`src/rtl/csi2_frame_ctrl.sv`:
```
// rtl/csi2_frame_ctrl.sv - CSI-2 frame/line tracker with VC/DT filtering, line check and idle timeout
module csi2_frame_ctrl #(
  parameter int LANES_NUM = 4,
  parameter int DATA_BITS = 10,
  parameter int TMO_BITS  = 24
) (
  input  logic                           clk,
  input  logic                           rst_n,
  input  logic                           cfg_enable,
  input  logic [1:0]                     cfg_vc,
  input  logic [5:0]                     cfg_dt,
  input  logic [15:0]                    cfg_lines,
  input  logic [TMO_BITS-1:0]            cfg_timeout,
  input  logic                           err_clr,
  input  logic                           in_valid,
  input  logic [7:0]                     in_di,
  input  logic [LANES_NUM*DATA_BITS-1:0] in_data,
  input  logic                           in_data_en,
  output logic                           out_valid,
  output logic [LANES_NUM*DATA_BITS-1:0] out_data,
  output logic                           out_fs,
  output logic                           out_fe,
  output logic                           out_ls,
  output logic                           out_le,
  output logic                           frame_active,
  output logic [1:0]                     state,
  output logic [15:0]                    line_count,
  output logic [15:0]                    frame_count,
  output logic                           err_lines,
  output logic                           err_no_fe,
  output logic                           err_timeout
);

  localparam int W = LANES_NUM * DATA_BITS;

  typedef enum logic [1:0] {
    ST_DISABLED = 2'd0,
    ST_WAIT_FS  = 2'd1,
    ST_FRAME    = 2'd2,
    ST_LINE     = 2'd3
  } state_e;

  state_e              state_q, state_d;
  logic                ov_q, ov_d;
  logic [W-1:0]        od_q, od_d;
  logic                fs_q, fs_d, fe_q, fe_d, ls_q, ls_d, le_q, le_d;
  logic                fa_q, fa_d;
  logic [15:0]         lc_q, lc_d, fc_q, fc_d;
  logic                el_q, el_d, enf_q, enf_d, et_q, et_d;
  logic [TMO_BITS-1:0] timer_q, timer_d;

  logic                match, is_fs, is_fe, is_data;
  logic                restart, set_lines, set_no_fe, set_tmo, tmo_hit;
  logic [15:0]         lc_next;
  logic [TMO_BITS-1:0] timer_inc;

  // FS/FE take precedence over a data type that happens to alias their codes
  assign match     = in_valid && (in_di[7:6] == cfg_vc);
  assign is_fs     = match && (in_di[5:0] == 6'h00);
  assign is_fe     = match && (in_di[5:0] == 6'h01);
  assign is_data   = match && (in_di[5:0] == cfg_dt) && in_data_en && !is_fs && !is_fe;
  assign timer_inc = timer_q + {{(TMO_BITS-1){1'b0}}, 1'b1};
  assign tmo_hit   = (cfg_timeout != '0) && (timer_inc == cfg_timeout) && !match;

  always_comb begin
    state_d   = state_q;
    ov_d      = 1'b0;
    od_d      = od_q;
    fs_d      = 1'b0;
    fe_d      = 1'b0;
    ls_d      = 1'b0;
    le_d      = 1'b0;
    lc_d      = lc_q;
    fc_d      = fc_q;
    timer_d   = '0;
    restart   = 1'b0;
    set_lines = 1'b0;
    set_no_fe = 1'b0;
    set_tmo   = 1'b0;
    lc_next   = lc_q;

    case (state_q)
      ST_DISABLED: if (cfg_enable) state_d = ST_WAIT_FS;
      ST_WAIT_FS: begin
        if (!cfg_enable) state_d = ST_DISABLED;
        else if (is_fs) restart = 1'b1;
      end
      default: begin
        timer_d = match ? '0 : timer_inc;
        if (state_q == ST_LINE && is_data) begin
          ov_d = 1'b1;
          od_d = in_data;
        end else begin
          // a line closes before any FS/FE/timeout in the same cycle is evaluated
          if (state_q == ST_LINE) begin
            le_d    = 1'b1;
            lc_next = (lc_q == 16'hFFFF) ? lc_q : lc_q + 16'd1;
            state_d = ST_FRAME;
          end
          if (is_fs) begin
            restart   = 1'b1;
            set_no_fe = 1'b1;
          end else if (is_fe) begin
            fe_d      = 1'b1;
            set_lines = (cfg_lines != 16'd0) && (lc_next != cfg_lines);
            state_d   = cfg_enable ? ST_WAIT_FS : ST_DISABLED;
          end else if (is_data) begin
            state_d = ST_LINE;
            ls_d    = 1'b1;
            ov_d    = 1'b1;
            od_d    = in_data;
          end else if (tmo_hit) begin
            set_tmo = 1'b1;
            state_d = cfg_enable ? ST_WAIT_FS : ST_DISABLED;
          end
        end
        lc_d = lc_next;
      end
    endcase

    if (restart) begin
      fs_d    = 1'b1;
      fc_d    = fc_q + 16'd1;
      lc_d    = 16'd0;
      timer_d = '0;
      state_d = ST_FRAME;
    end

    fa_d  = (state_d == ST_FRAME) || (state_d == ST_LINE);
    el_d  = (el_q  & ~err_clr) | set_lines;
    enf_d = (enf_q & ~err_clr) | set_no_fe;
    et_d  = (et_q  & ~err_clr) | set_tmo;
  end

  always_ff @(posedge clk or negedge rst_n) begin
    if (!rst_n) begin
      state_q <= ST_DISABLED;
      ov_q    <= 1'b0;
      od_q    <= '0;
      fs_q    <= 1'b0;
      fe_q    <= 1'b0;
      ls_q    <= 1'b0;
      le_q    <= 1'b0;
      fa_q    <= 1'b0;
      lc_q    <= 16'd0;
      fc_q    <= 16'd0;
      el_q    <= 1'b0;
      enf_q   <= 1'b0;
      et_q    <= 1'b0;
      timer_q <= '0;
    end else begin
      state_q <= state_d;
      ov_q    <= ov_d;
      od_q    <= od_d;
      fs_q    <= fs_d;
      fe_q    <= fe_d;
      ls_q    <= ls_d;
      le_q    <= le_d;
      fa_q    <= fa_d;
      lc_q    <= lc_d;
      fc_q    <= fc_d;
      el_q    <= el_d;
      enf_q   <= enf_d;
      et_q    <= et_d;
      timer_q <= timer_d;
    end
  end

  assign out_valid    = ov_q;
  assign out_data     = od_q;
  assign out_fs       = fs_q;
  assign out_fe       = fe_q;
  assign out_ls       = ls_q;
  assign out_le       = le_q;
  assign frame_active = fa_q;
  assign state        = state_q;
  assign line_count   = lc_q;
  assign frame_count  = fc_q;
  assign err_lines    = el_q;
  assign err_no_fe    = enf_q;
  assign err_timeout  = et_q;

endmodule

```
`config.mk`:
```
export PLATFORM = sky130hd
export DESIGN_NAME = csi2_frame_ctrl
export DESIGN_NICKNAME = d
export VERILOG_FILES = /design/src/rtl/csi2_frame_ctrl.sv
export SDC_FILE = /design/constraint.sdc
export NUM_CORES = 1
export LEC_CHECK = 0
export ABC_AREA = 1
export BUFFER_PORTS_ARGS = -buffer_cell sky130_fd_sc_hd__buf_4
export CAP_MARGIN = 0
export CELL_PAD_IN_SITES_DETAIL_PLACEMENT = 1
export CELL_PAD_IN_SITES_GLOBAL_PLACEMENT = 2
export CORE_AREA = 10 10 156 158
export DETAILED_ROUTE_END_ITERATION = 10
export DIE_AREA = 0 0 166 168
export PLACE_DENSITY = 0.82
export REMOVE_ABC_BUFFERS = 1
export SYNTH_ARGS = -nofsm -noshare
export SYNTH_HDL_FRONTEND = slang
export SYNTH_SLANG_ARGS = --single-unit
```
`constraint.sdc`:
```
create_clock -name clk -period 3.4 [get_ports clk]
set_clock_uncertainty 0.05 [all_clocks]
set_input_delay 0.68 -clock clk [delete_from_list [all_inputs] [get_ports clk]]
set_output_delay 0.68 -clock clk [all_outputs]
set_load 0.01 [all_outputs]
```
== Word-level counts from Yosys, hierarchy flattened ==
Index checks and enable logic that the tools add are counted.

* Register bits after elaboration: 107
* Bits in latches: 0
* RAM bits: 0
* Bits in read-only memories: 0
* Input port bits: 102
* Output and inout bits: 83
* Logic and storage cells: 117
* Memories: 0

* Add/subtract/negate cells: 3
* Multiply operators: 0
* Div/mod/pow operators: 0
* Magnitude comparators: 0
* Eq/ne operators: 14
* Shift operators: 0
* Mux-type cells: 55
* Bitwise gates (word level): 8
* Reduce and logical (&&, ||, !) cells: 23

{| class="wikitable"
|+ Operator list
! cell !! number
|-
| 40-bit 2-to-1 mux || 4
|-
| 16-bit 2-to-1 mux || 7
|-
| 24-bit 2-to-1 mux || 3
|-
| 16-bit by 1-bit adder with 16-bit output (second input constant) || 2
|-
| 1-bit 2-to-1 mux || 30
|-
| 24-bit by 1-bit adder with 24-bit output (second input constant) || 1
|-
| 24-bit equality test || 1
|-
| 24-bit nonzero test || 1
|-
| 2-bit 2-to-1 mux || 9
|-
| 16-bit equality test (second input constant) || 1
|-
| 16-bit != test || 1
|-
| 16-bit nonzero test || 1
|-
| 1-bit logical AND || 11
|-
| 2-bit equality test (second input constant) || 3
|-
| 6-bit by 1-bit equality test with 1-bit output (second input constant) || 1
|-
| 6-bit equality test || 1
|-
| 6-bit logical NOT || 1
|-
| 2-bit by 1-bit != test with 1-bit output (second input constant) || 3
|-
| 2-bit one-hot mux with 2 select lines || 1
|-
| 4-bit AND reduction || 1
|-
| 1-bit bitwise AND || 3
|-
| 1-bit logical NOT || 3
|-
| 1-bit bitwise OR || 3
|-
| 2-bit by 1-bit equality test with 1-bit output (second input constant) || 1
|-
| other kinds (9) || 10
|}

== Depth between registers and ports, before layout ==
Gate-level depths: netlist of the first run.

* Word-level depth: 16
* Gate-level depth with buffers: 18

== Least setup slack after synthesis of the first run ==
No wires, ideal clock.

* Path kind: input to register
* Start point: in in_di[6]
* End point: reg lc_q[6] (netlist: line_count[6])
* Arrival time: 2.010 ns
* Required time: 3.217 ns
* Slack: 1.207 ns
* Cell stages on the path: 13
* Path through: inv_1 -> nor2_1 -> nor2_1 -> nand3_2 -> nor3_4 -> inv_1 -> nand3_1 -> nor2_2 -> a21oi_4 -> inv_1 -> nand2_2 -> buf_4 -> o22ai_1

* Word-level cells in the longest chain between the ends: 11

{| class="wikitable"
|+ Ends and longest elaborated chain
! item !! RTL line !! text
|-
| from (decl) || 16 || <nowiki>input logic [7:0] in_di,</nowiki>
|-
| 2-bit equality test * || 58 || <nowiki>assign match = in_valid && (in_di[7:6] == cfg_vc);</nowiki>
|-
| 1-bit logical AND * || 58 ||
|-
| 1-bit logical AND, on equally long branches || 61, 59 ||
|-
| 1-bit logical AND / 1-bit logical NOT (equally long branches) || 61 || <nowiki>assign is_data = match && (in_di[5:0] == cfg_dt) && in_data_en && !is_fs && !is_fe;</nowiki>
|-
| 1-bit logical AND (2 in a row) || 61 ||
|-
| 1-bit logical AND || 90 || <nowiki>if (state_q == ST_LINE && is_data) begin</nowiki>
|-
| 1-bit 2-to-1 mux || 90 ||
|-
| 1-bit one-hot mux with 2 select lines || 82 || <nowiki>case (state_q)</nowiki>
|-
| 2-bit != test (no line) / 2-bit by 1-bit != test with 1-bit output (equally long branches) || - ||
|-
| 2-bit AND reduction (no line) || - ||
|-
| to (signal assigned) || 160 || <nowiki>lc_q <= lc_d;</nowiki>
|-
| to (decl) || 48 || <nowiki>logic [15:0] lc_q, lc_d, fc_q, fc_d;</nowiki>
|}

Every way passes the cells marked *; elsewhere a longest branch is shown, timed or not.
A chain may end at the register's enable or synchronous reset.

== Worst setup path in the final report of the first run ==
* Start point: reg timer_q[0]
* End point: reg state_q[0] (netlist: state[0])

* Word-level cells in the longest chain between the ends: 11

{| class="wikitable"
|+ Ends and longest elaborated chain
! item !! RTL line !! text
|-
| from (decl) || 50 || <nowiki>logic [TMO_BITS-1:0] timer_q, timer_d;</nowiki>
|-
| from (signal assigned) || 165 || <nowiki>timer_q <= timer_d;</nowiki>
|-
| 24-bit by 1-bit adder with 24-bit output || 62 || <nowiki>assign timer_inc = timer_q + {{(TMO_BITS-1){1'b0}}, 1'b1};</nowiki>
|-
| 24-bit equality test || 63 || <nowiki>assign tmo_hit = (cfg_timeout != '0) && (timer_inc == cfg_timeout) && !match;</nowiki>
|-
| 1-bit logical AND (2 in a row) || 63 ||
|-
| 2-bit 2-to-1 mux || 112 || <nowiki>end else if (tmo_hit) begin</nowiki>
|-
| 2-bit 2-to-1 mux || 107 || <nowiki>end else if (is_data) begin</nowiki>
|-
| 2-bit 2-to-1 mux || 103 || <nowiki>end else if (is_fe) begin</nowiki>
|-
| 2-bit 2-to-1 mux || 100 || <nowiki>if (is_fs) begin</nowiki>
|-
| 2-bit 2-to-1 mux || 90 ||
|-
| 2-bit one-hot mux with 2 select lines || 82 ||
|-
| 2-bit 2-to-1 mux || 121 || <nowiki>if (restart) begin</nowiki>
|-
| net state_d[0] || 43 || <nowiki>state_e state_q, state_d;</nowiki>
|-
| to (signal assigned) || 152 || <nowiki>state_q <= state_d;</nowiki>
|-
| to (decl) || 43 ||
|}

The timed path passes the listed nets, and every way through them passes these cells.

==> summary.txt, run 1 <==
Status
  – Status: complete, no violations

Setup path
  – Worst Path Required: 3.60 ns
  – Max incr delay on CP: 0.48 ns
  – FF-to-FF End: state[0]
  – R2R Path Start: timer_q[0]
  – Critical path's most frequent cell: nand2_1
  – R2R cell count: 16
  – CP startpoint kind: flop
  – CP startpoint: timer_q[0]
  – Worst Setup Path Type: flop to flop
  – Worst path slowest cell: dfrtp_1
  – Cells along the critical path: ha_1 > nand2_2 > nor2_4 > nand2_1 > nor2_1 > nand2_1 > nand2_1 > nand2_1 > nand2_1 > nand3_1 > nor2_2 > nand2_1 > nand2_1 > nand3_1 > nand2_1 > a21oi_2
  – R2r setup slk: 0.82 ns
  – Critical Path AT: 2.78 ns
  – Worst Path Max Fanout: 8
  – CP Capture Type: flop

STA
  – Fin crit period: 2.578 ns
  – Slew Viols, Final: 0
  – Endpoints failing setup: 0
  – Slew @ Worst Pin: 0.6180 ns
  – Post-route setup TNS: 0 ns
  – Final Hold Fails: 0
  – Worst setup margin: 0.8221 ns
  – Slew headroom: 0.5842
  – Fmax: 387.9 MHz
  – RSZ-0062 raised after global routing: no
  – Fin crit share: 0.7582

Drt
  – Drt first pass iters: 4
  – DRT antenna net count: 0
  – DRC errors left: 0
  – DR WL/cell: 16.67 um
  – Metal-1 WL: 10380 um
  – Via count: 6442
  – Via density: 4.648
  – Top Layer Used: met5
  – Final WL: 23110 um
  – Met2 wire len: 10170 um
  – Number of DRC markers in iteration 0: 243
  – Met3 wire length: 2315 um

Yosys
  – Register area share after synthesis: 0.4112
  – Largest family of logic cells by synthesized area: simple AND/OR/NAND/NOR gates
  – Area share of the largest cell type after synthesis: 0.4112
  – Yosys cell types: 38
  – Compound-gate portion of the synthesized area: 0.04842
  – Synth area leader: dfrtp_1
  – Synth Area in XOR/XNOR: 0.06015
  – Post-synthesis adder-cell area fraction: 0.005765
  – Flops & latches, synth: 107
  – Yosys warning count: 0
  – Top post-synthesis cells by area: dfrtp_1 (41%), nand2_1 (19%), nand3_1 (6.7%), inv_1 (5.9%), nor2_1 (5.8%)
  – Average size of a mapped cell: 7.108 um2
  – Gate Count Post-Synth: 916
  – Cell Area, Synth: 0.006511 mm2
  – Portion of netlist area occupied by mux cells: 0
  – Simple logic cell fraction of the synthesized area: 0.3991

Finish
  – Final net count: 1206
  – Commonest non-fill, non-tap cell in the layout: nand2_1
  – Layout cell share with drive strength beyond 1: 0.2269
  – Most frequent cells in the layout: nand2_1 (321), buf_4 (190), dfrtp_1 (107)
  – Final cell count without fillers: 1386
  – P&R area growth vs syn: 30.80%
  – Finished Core Util: 0.3977
  – N_diodes: 0

Min path
  – Tightest Hold Check Type: primary input to async pin

Floorplanning
  – Num ports: 185
  – Core box area: 0.02142 mm2
  – Die Wd: 166 um
  – Initial core utilization: 0.3040
  – Row count: 54
  – Chip height: 168 um
  – Die ar.: 0.02789 mm2

Clock network
  – # resized after CTS: 0
  – Post-CTS setup buffers: 0
  – TritonCTS Sinks: 107
  – # hold bufs at CTS: 0
  – Total clock buffers created by CTS: 9
  – Clock root buffer master: clkbuf_16
  – Deepest clock path buffer count: 2
  – TritonCTS clock tree: yes
  – Worst-Skew Late Latency: 0.37 ns
  – H-tree depth: 3
  – CTS clk-pin slew, worst paths: 0.08 ns

Place
  – Pre-CTS WS: 0.7099 ns
  – I/O Buffers: 184
  – Gpl congestion: 0.8041
  – DP Cell Count: 1370
  – Detail Placement HPWL: 18520 um

Global routing
  – Initial antenna violation count: 1
  – Remaining Overflow, GRT: 0
  – Vias in the first global route: 6868
  – Global-route wire length before repair: 37330 um
  – Gr usage total: 0.1632
  – Largest net degree at the start of global routing: 49

Power and ir drop
  – P_leak: 4.535 nW
  – PD cells: 434.9 mW/mm2
  – Maximum vdd drop: 0.2297 mV

Flow run
  – MaxCap Viol Count: 0
synthesized netlist by cell type, drive strengths merged:
master     n
inv      106
nor4       8
xor2      30
nor3       9
or2        6
o22ai     14
dfrtp    107
a21oi     10
nand3b    10
nand2    336
nor2     112
o21ai     24
xnor2     12
o211ai     1
buf        7
ha         3
nand3     91
clkbuf    10
o21bai     3
o2111ai    1
nor3b      2
nand4     13
xor3       1
final cells by class:
class,count,area (um2)
Inverter,106,397.9
Multi-Input combinational cell,686,3343
Clock buffer,10,239.0
Tap cell,280,350.3
Timing Repair Buffer,191,1446
Clock inverter,6,62.56
Fill cell,2720,12900
Sequential cell,107,2678
worst max-delay path: cells and delay by family, from the launching register on:
family	cells	cell delay, ns
adder cells (fa/ha/maj)	1	0.25
AO/OA/AOI/OAI	1	0.05
AND/OR/NAND/NOR	14	1.63
flip-flops	1	0.48
sequential cells by signal, summed over array words and instances (netlist names), 2 cells and up:
signal	count
frame_count	16
line_count	16
out_data	40
state	2
timer_q	24
metrics by stage:
step / cell area [um2] / power [mW] / hold WS [ns]
3_3_place_gp: 8215 / 2.633 / 0.4129
3_5_place_dp: 8215 / 2.635 / 0.4205
2_1_floorplan: 6419 / 2.130 / 0.3344
5_1_grt: 8517 / 3.950 / 0.3077
4_1_cts: 8517 / 3.767 / 0.2882
6_report: 8517 / 3.704 / 0.2565
power by group:
part	switching [mW]	internal (mW)	total (mW)
combinational	0.609	0.473	1.08
clock	0.566	0.542	1.11
sequential	0.145	1.37	1.51
total	1.32	2.38	3.70
cell families (layout without fill, tap and decap cells):
group,count (synthesis),in the layout
compound gates,53,53
simple gates,587,587
buf+inv,123,313
xor+xnor,43,43
flops,107,107
fa+ha+maj,3,3
per-layer routing:
metal  up-vias  track usage
li1       3253            -
met1      3038       0.2048
met2       136       0.2486
met3        13      0.07683
met4         2      0.03814
met5         -            0
worst max-delay path by stage:
stage,to,slack [ns]
CTS,state[0],0.78
global route,state[0],0.48
detailed placement,line_count[6],0.71
global placement,line_count[3],0.79
finish,state[0],0.82
floorplan,out_data[0],0.24
Power figures use the tool's default switching activity.
==> inputs of run 2 (changes only) <==
ABC_AREA = 0   (was 1)
CORE_AREA = 10 10 154 156   (was 10 10 156 158)
DIE_AREA = 0 0 164 166   (was 0 0 166 168)
PLACE_DENSITY = 0.75   (was 0.82)
clock period = 2.7 ns   (was 3.4 ns; I/O delays follow)
==> run 2 against run 1 <==
Synthesized area fell by 7.0%. Highest routed layer is now met4. Global-route usage up 0.88 points. Die area decreased by 2.4%. Maximum frequency fell by 1.7%. Register-to-register slack worse by 0.74 ns.
==> summary.txt, run 2 <==
STA
  – Slew Viols, Final: 0
  – RSZ-0062 raised after global routing: yes
  – Fin crit period: 2.622 ns
  – Slew @ Worst Pin: 0.5337 ns
  – Endpoints failing setup: 0
  – Final Hold Fails: 0
  – Slew headroom: 0.6442
  – Fin crit share: 0.9709
  – Fmax: 381.5 MHz
  – Post-route setup TNS: 0 ns

Drt
  – Number of DRC markers in iteration 0: 292
  – Drt first pass iters: 5
  – Via count: 6208
  – Final WL: 23810 um
  – Via density: 5.051
  – DRC errors left: 0
  – DRT antenna net count: 0
  – DR WL/cell: 19.37 um

Yosys
  – Prevailing post-synth register cell: dfrtp_1
  – Top post-synthesis cells by area: dfrtp_1 (44%), nand2_1 (9.5%), xnor2_1 (6.7%), xor2_1 (4.0%), nor2_1 (3.7%)
  – Yosys warning count: 0
  – Yosys cell types: 64
  – Synth area leader: dfrtp_1
  – Most common cell in the synthesized netlist: nand2_1
  – Average size of a mapped cell: 8.642 um2
  – Register area share after synthesis: 0.4420
  – Flops & latches, synth: 107
  – Gate Count Post-Synth: 701
  – Post-synth top cells: nand2_1 (153), dfrtp_1 (107), nor2_1 (60), xnor2_1 (46), o21ai_0 (36)
  – Area share of the largest cell type after synthesis: 0.4420
  – Fraction of registers with async set or reset after synthesis: 1.000
  – Number of synthesized flops with an enable pin: 0
  – Cell Area, Synth: 0.006058 mm2

Global routing
  – Remaining Overflow, GRT: 0
  – Vias in the first global route: 6856
  – Gr usage total: 0.1720
  – Largest net degree at the start of global routing: 42
  – Global-route wire length before repair: 37570 um
  – Initial antenna violation count: 0

Floorplanning
  – Num ports: 185
  – Chip height: 166 um
  – Die Wd: 164 um
  – Row count: 53
  – Die ar.: 0.02722 mm2
  – Initial core utilization: 0.2928
  – Core box area: 0.02069 mm2

Finish
  – Fillers: 2466
  – Layout cell share with drive strength beyond 1: 0.3333
  – Most frequent cells in the layout: buf_4 (262), nand2_1 (153), dfrtp_1 (106)
  – Final net count: 1054
  – N_diodes: 0
  – Commonest non-fill, non-tap cell in the layout: buf_4
  – Design area: 0.008795 mm2
  – Final cell count without fillers: 1229
  – Max reg flops: 40
  – P&R area growth vs syn: 45.17%

Clock network
  – Total clock buffers created by CTS: 9
  – H-tree depth: 3
  – TritonCTS Sinks: 107
  – CTS clk-pin slew, worst paths: 0.08 ns
  – Deepest clock path buffer count: 2
  – Worst-Skew Late Latency: 0.36 ns
  – TritonCTS clock tree: yes
  – Clock root buffer master: clkbuf_16
  – # hold bufs at CTS: 0

Setup path
  – R2R cell count: 8
  – R2r setup slk: 0.08 ns
  – Critical Path AT: 2.81 ns
  – CP startpoint kind: flop
  – Worst Setup Path Type: flop to flop
  – FF-to-FF End: state[1]
  – R2R Path Start: timer_q[14]
  – Worst Path Max Fanout: 6
  – CP Capture Type: flop
  – Worst Path Required: 2.88 ns

Flow run
  – MaxCap Viol Count: 0

Place
  – Detail Placement HPWL: 18990 um
  – I/O Buffers: 184
  – Gpl congestion: 0.8576
  – Placed cell areas: 0.008282 mm2
  – DP Cell Count: 1205

Power and ir drop
  – PD cells: 373.1 mW/mm2
  – P_leak: 4.141 nW
  – Total chip power: 3.281 mW
  – Maximum vdd drop: 0.3258 mV

Status
  – Status: complete, no violations

Min path
  – Tightest Hold Check Type: primary input to async pin
run 2: changes by cell type after synthesis, moves of 13 or more:
cell,delta
o21ai_0,+14
nor4_1,+13
nand3_1,-56
nand2_1,-168
nor2_1,-40
xnor2_1,+34
inv_1,-84
run 2: power by group:
group          switching [mW]  total (mW)  internal, mW  leakage [nW]
registers              0.0135        1.62          1.61          1.49
clock network           0.652        1.29         0.638         0.131
logic                   0.181       0.366         0.185          2.52
run 2: routing by layer:
layer | track usage | up-vias | wire length (um)
met4 | 0.03809 | 0 | 363
met5 | 0 | - | 0
li1 | - | 2938 | -
met3 | 0.04289 | 18 | 1174
met2 | 0.3140 | 143 | 12750
met1 | 0.1951 | 3109 | 9522
run 2: stage by stage:
step | utilization | setup WS [ns] | hold WS [ns]
after floorplan | - | -0.3270 | 0.1944
after global placement | 0.4003 | 0.06975 | 0.4094
after detailed placement | 0.4003 | -0.01934 | 0.4184
after CTS | 0.4143 | 0.01508 | 0.1256
after global routing | 0.4251 | -0.1239 | 0.1356
final | 0.4251 | 0.07845 | 0.1005
run 2: cell type report:
cell class / count / area [um2] / area share
Multi-Input combinational cell: 545 / 3357 / 0.3817
Sequential cell: 107 / 2679 / 0.3046
Timing Repair Buffer: 268 / 2069 / 0.2353
Tap cell: 275 / 344.1 / 0.03912
Clock buffer: 10 / 229.0 / 0.02604
Inverter: 18 / 67.56 / 0.007682
Clock inverter: 6 / 48.80 / 0.005548
run 2: kinds of logic (layout without fill, tap and decap cells):
| logic type | after synthesis | in the layout | share of synthesized area |
|---|---|---|---|
| AO/OA/AOI/OAI | 99 | 99 | 0.1051 |
| XOR/XNOR | 77 | 77 | 0.1183 |
| adder cells (fa/ha/maj) | 3 | 3 | 0.006196 |
| buffers and inverters | 49 | 302 | 0.03242 |
| flip-flops | 107 | 107 | 0.4420 |
| multiplexers | 6 | 6 | 0.01033 |
| AND/OR/NAND/NOR | 360 | 360 | 0.2856 |
run 2: worst max path at each step:
stage                     slack, ns           end        start
after floorplan               -0.33   out_data[0]    cfg_vc[0]
after global placement         0.07  frame_active   timer_q[1]
after detailed placement      -0.02      state[1]   timer_q[1]
after CTS                      0.02      state[1]  timer_q[14]
after global routing          -0.12  frame_active  timer_q[14]
final                          0.08      state[1]  timer_q[14]
run 2: what timing repair did:
item | 4_1_cts | 5_1_grt
pin swaps | 0 | 12
endpoints found under the setup margin | 2 | 5
buffers inserted | 0 | 8
hold endpoints to repair | 0 | 0
gates resized for setup | 2 | 35
run 2: worst max-delay path, cell delays in order, from the launching register on:
cell,delay [ns]
dfrtp_1,0.44
nand4_1,0.27
buf_4,0.24
nor4_2,0.37
nand3_1,0.18
xor3_1,0.23
nor4b_2,0.25
o2111ai_2,0.24
o22a_1,0.24
==> inputs of run 3 (changes only) <==
MAX_ROUTING_LAYER = met4   (was not set)
==> run 3 against run 2 <==
Worst setup slack gained 0.013 ns. Maximum frequency grew 0.51%. Highest routed layer unchanged. Register-to-register slack is essentially flat. Combinational power is essentially flat. Largest cell class unchanged. Sequential power is essentially flat.
==> summary.txt, run 3 (synthesized netlist as in run 2, its figures left out) <==
Setup path
  – Max incr delay on CP: 0.58 ns
  – Worst Setup Path Type: flop to flop
  – FF-to-FF End: state[0]
  – R2R Path Start: timer_q[6]
  – R2R cell count: 9
  – Cells along the critical path: nand4_1 > buf_4 > buf_4 > or4_1 > a21boi_0 > a31oi_1 > o2111a_1 > o2111ai_4 > o21ai_0
  – Worst Path Max Fanout: 6
  – Worst path slowest cell: or4_1
  – CP Capture Type: flop
  – Critical path's most frequent cell: buf_4
  – CP startpoint kind: flop
  – Worst Path Required: 2.91 ns
  – R2r setup slk: 0.09 ns
  – Critical Path AT: 2.82 ns

Place
  – Detail Placement HPWL: 18970 um
  – Placed cell areas: 0.008262 mm2
  – I/O Buffers: 184
  – DP Cell Count: 1204
  – Gpl congestion: 0.9201

Drt
  – Number of DRC markers in iteration 0: 291
  – Drt first pass iters: 4
  – Via count: 6179
  – DRT antenna net count: 0
  – Final WL: 23830 um
  – DRC errors left: 0
  – DR WL/cell: 19.49 um
  – Via density: 5.052

Clock network
  – Deepest clock path buffer count: 2
  – CTS clk-pin slew, worst paths: 0.08 ns
  – # hold bufs at CTS: 0
  – Total clock buffers created by CTS: 9
  – Worst-Skew Late Latency: 0.35 ns
  – TritonCTS Sinks: 107
  – TritonCTS clock tree: yes
  – H-tree depth: 3
  – Clock root buffer master: clkbuf_16

STA
  – Endpoints failing setup: 0
  – Fin crit period: 2.608 ns
  – Slew @ Worst Pin: 0.6487 ns
  – Min Hold Slack: 0.1611 ns
  – Slew headroom: 0.5676
  – Slew Viols, Final: 0
  – Fin crit share: 0.9660
  – Fmax: 383.4 MHz
  – RSZ-0062 raised after global routing: no
  – Final Hold Fails: 0

Power and ir drop
  – PD cells: 382.5 mW/mm2
  – P_leak: 4.075 nW
  – Maximum vdd drop: 0.2423 mV

Finish
  – N_diodes: 0
  – Final cell count without fillers: 1223
  – P&R area growth vs syn: 43.06%
  – Max reg flops: 40
  – Design area: 0.008667 mm2
  – Layout cell share with drive strength beyond 1: 0.3175
  – Most frequent cells in the layout: buf_4 (259), nand2_1 (153), dfrtp_1 (106)
  – Final net count: 1048
  – Commonest non-fill, non-tap cell in the layout: buf_4
  – Fillers: 2502

Floorplanning
  – Initial core utilization: 0.2928
  – Num ports: 185
  – Core box area: 0.02069 mm2
  – Chip height: 166 um
  – Die Wd: 164 um
  – Die ar.: 0.02722 mm2
  – Row count: 53

Global routing
  – Global-route wire length before repair: 37480 um
  – Largest net degree at the start of global routing: 46
  – Initial antenna violation count: 0
  – Remaining Overflow, GRT: 0
  – Gr usage total: 0.1775
  – Vias in the first global route: 6688

Flow run
  – MaxCap Viol Count: 0

Min path
  – Tightest Hold Check Type: primary input to async pin

Status
  – Status: complete, no violations
## run 3: cell types whose count changed in the layout (fill, tap and decap cells not counted), sizes merged
cell,previous run,this run
buf,268,262
inv,20,21
clkinvlp,2,1
## run 3: area by class of cell
| cell class | count | area [um2] | share of cell area |
|---|---|---|---|
| clock inverters | 6 | 56.30 | 0.006496 |
| inverters | 18 | 67.56 | 0.007796 |
| repair buffers | 262 | 2004 | 0.2313 |
| flip-flops and latches | 107 | 2679 | 0.3091 |
| clock buffers | 10 | 229.0 | 0.02642 |
| multi-input cells | 545 | 3287 | 0.3792 |
| well taps | 275 | 344.1 | 0.03970 |
## run 3: power by group
part,switching [mW],internal [mW]
Sequential,0.0127,1.61
Clock,0.680,0.649
Combinational,0.180,0.183
Total,0.873,2.44
## run 3: layer usage
metal	vias up	track usage	wire [um]
met5	-	-	0
met3	18	0.03272	957
met4	0	0.03576	263
li1	2927	-	-
met2	147	0.3096	12590
met1	3087	0.2080	10020
## run 3: stage by stage
stage          utilization  setup TNS, ns  worst slack (ns)  total power [mW]
2_1_floorplan            -         -13.48           -0.3270             1.764
3_3_place_gp        0.3993       -0.01763          -0.01060             2.015
3_5_place_dp        0.3993        -0.3668          -0.08920             2.019
4_1_cts             0.4140              0           0.01295             3.378
5_1_grt             0.4189              0      0.0000004441             3.471
6_report            0.4189              0           0.09187             3.315
## run 3: worst max-delay path by stage
stage | startpoint | to | cells after the start
after floorplan | cfg_vc[0] | out_data[0] | 7
after global placement | cfg_vc[0] | err_lines | 8
after detailed placement | timer_q[6] | frame_active | 9
after CTS | timer_q[14] | frame_active | 7
after global routing | line_count[9] | err_lines | 7
final | timer_q[6] | state[0] | 9
## run 3: critical path, delay by kind of cell, from the launching register on
| family | cells | cell delay [ns] |
|---|---|---|
| AO/OA/AOI/OAI | 5 | 1.02 |
| AND/OR/NAND/NOR | 2 | 0.70 |
| flip-flops | 1 | 0.43 |
| buffers and inverters | 2 | 0.31 |
## run 3: what timing repair did
item / in CTS / in global routing
setup endpoints to repair: 3 / 5
buffers inserted: 0 / 3
pin swaps: 1 / 4
gates resized for setup: 3 / 15
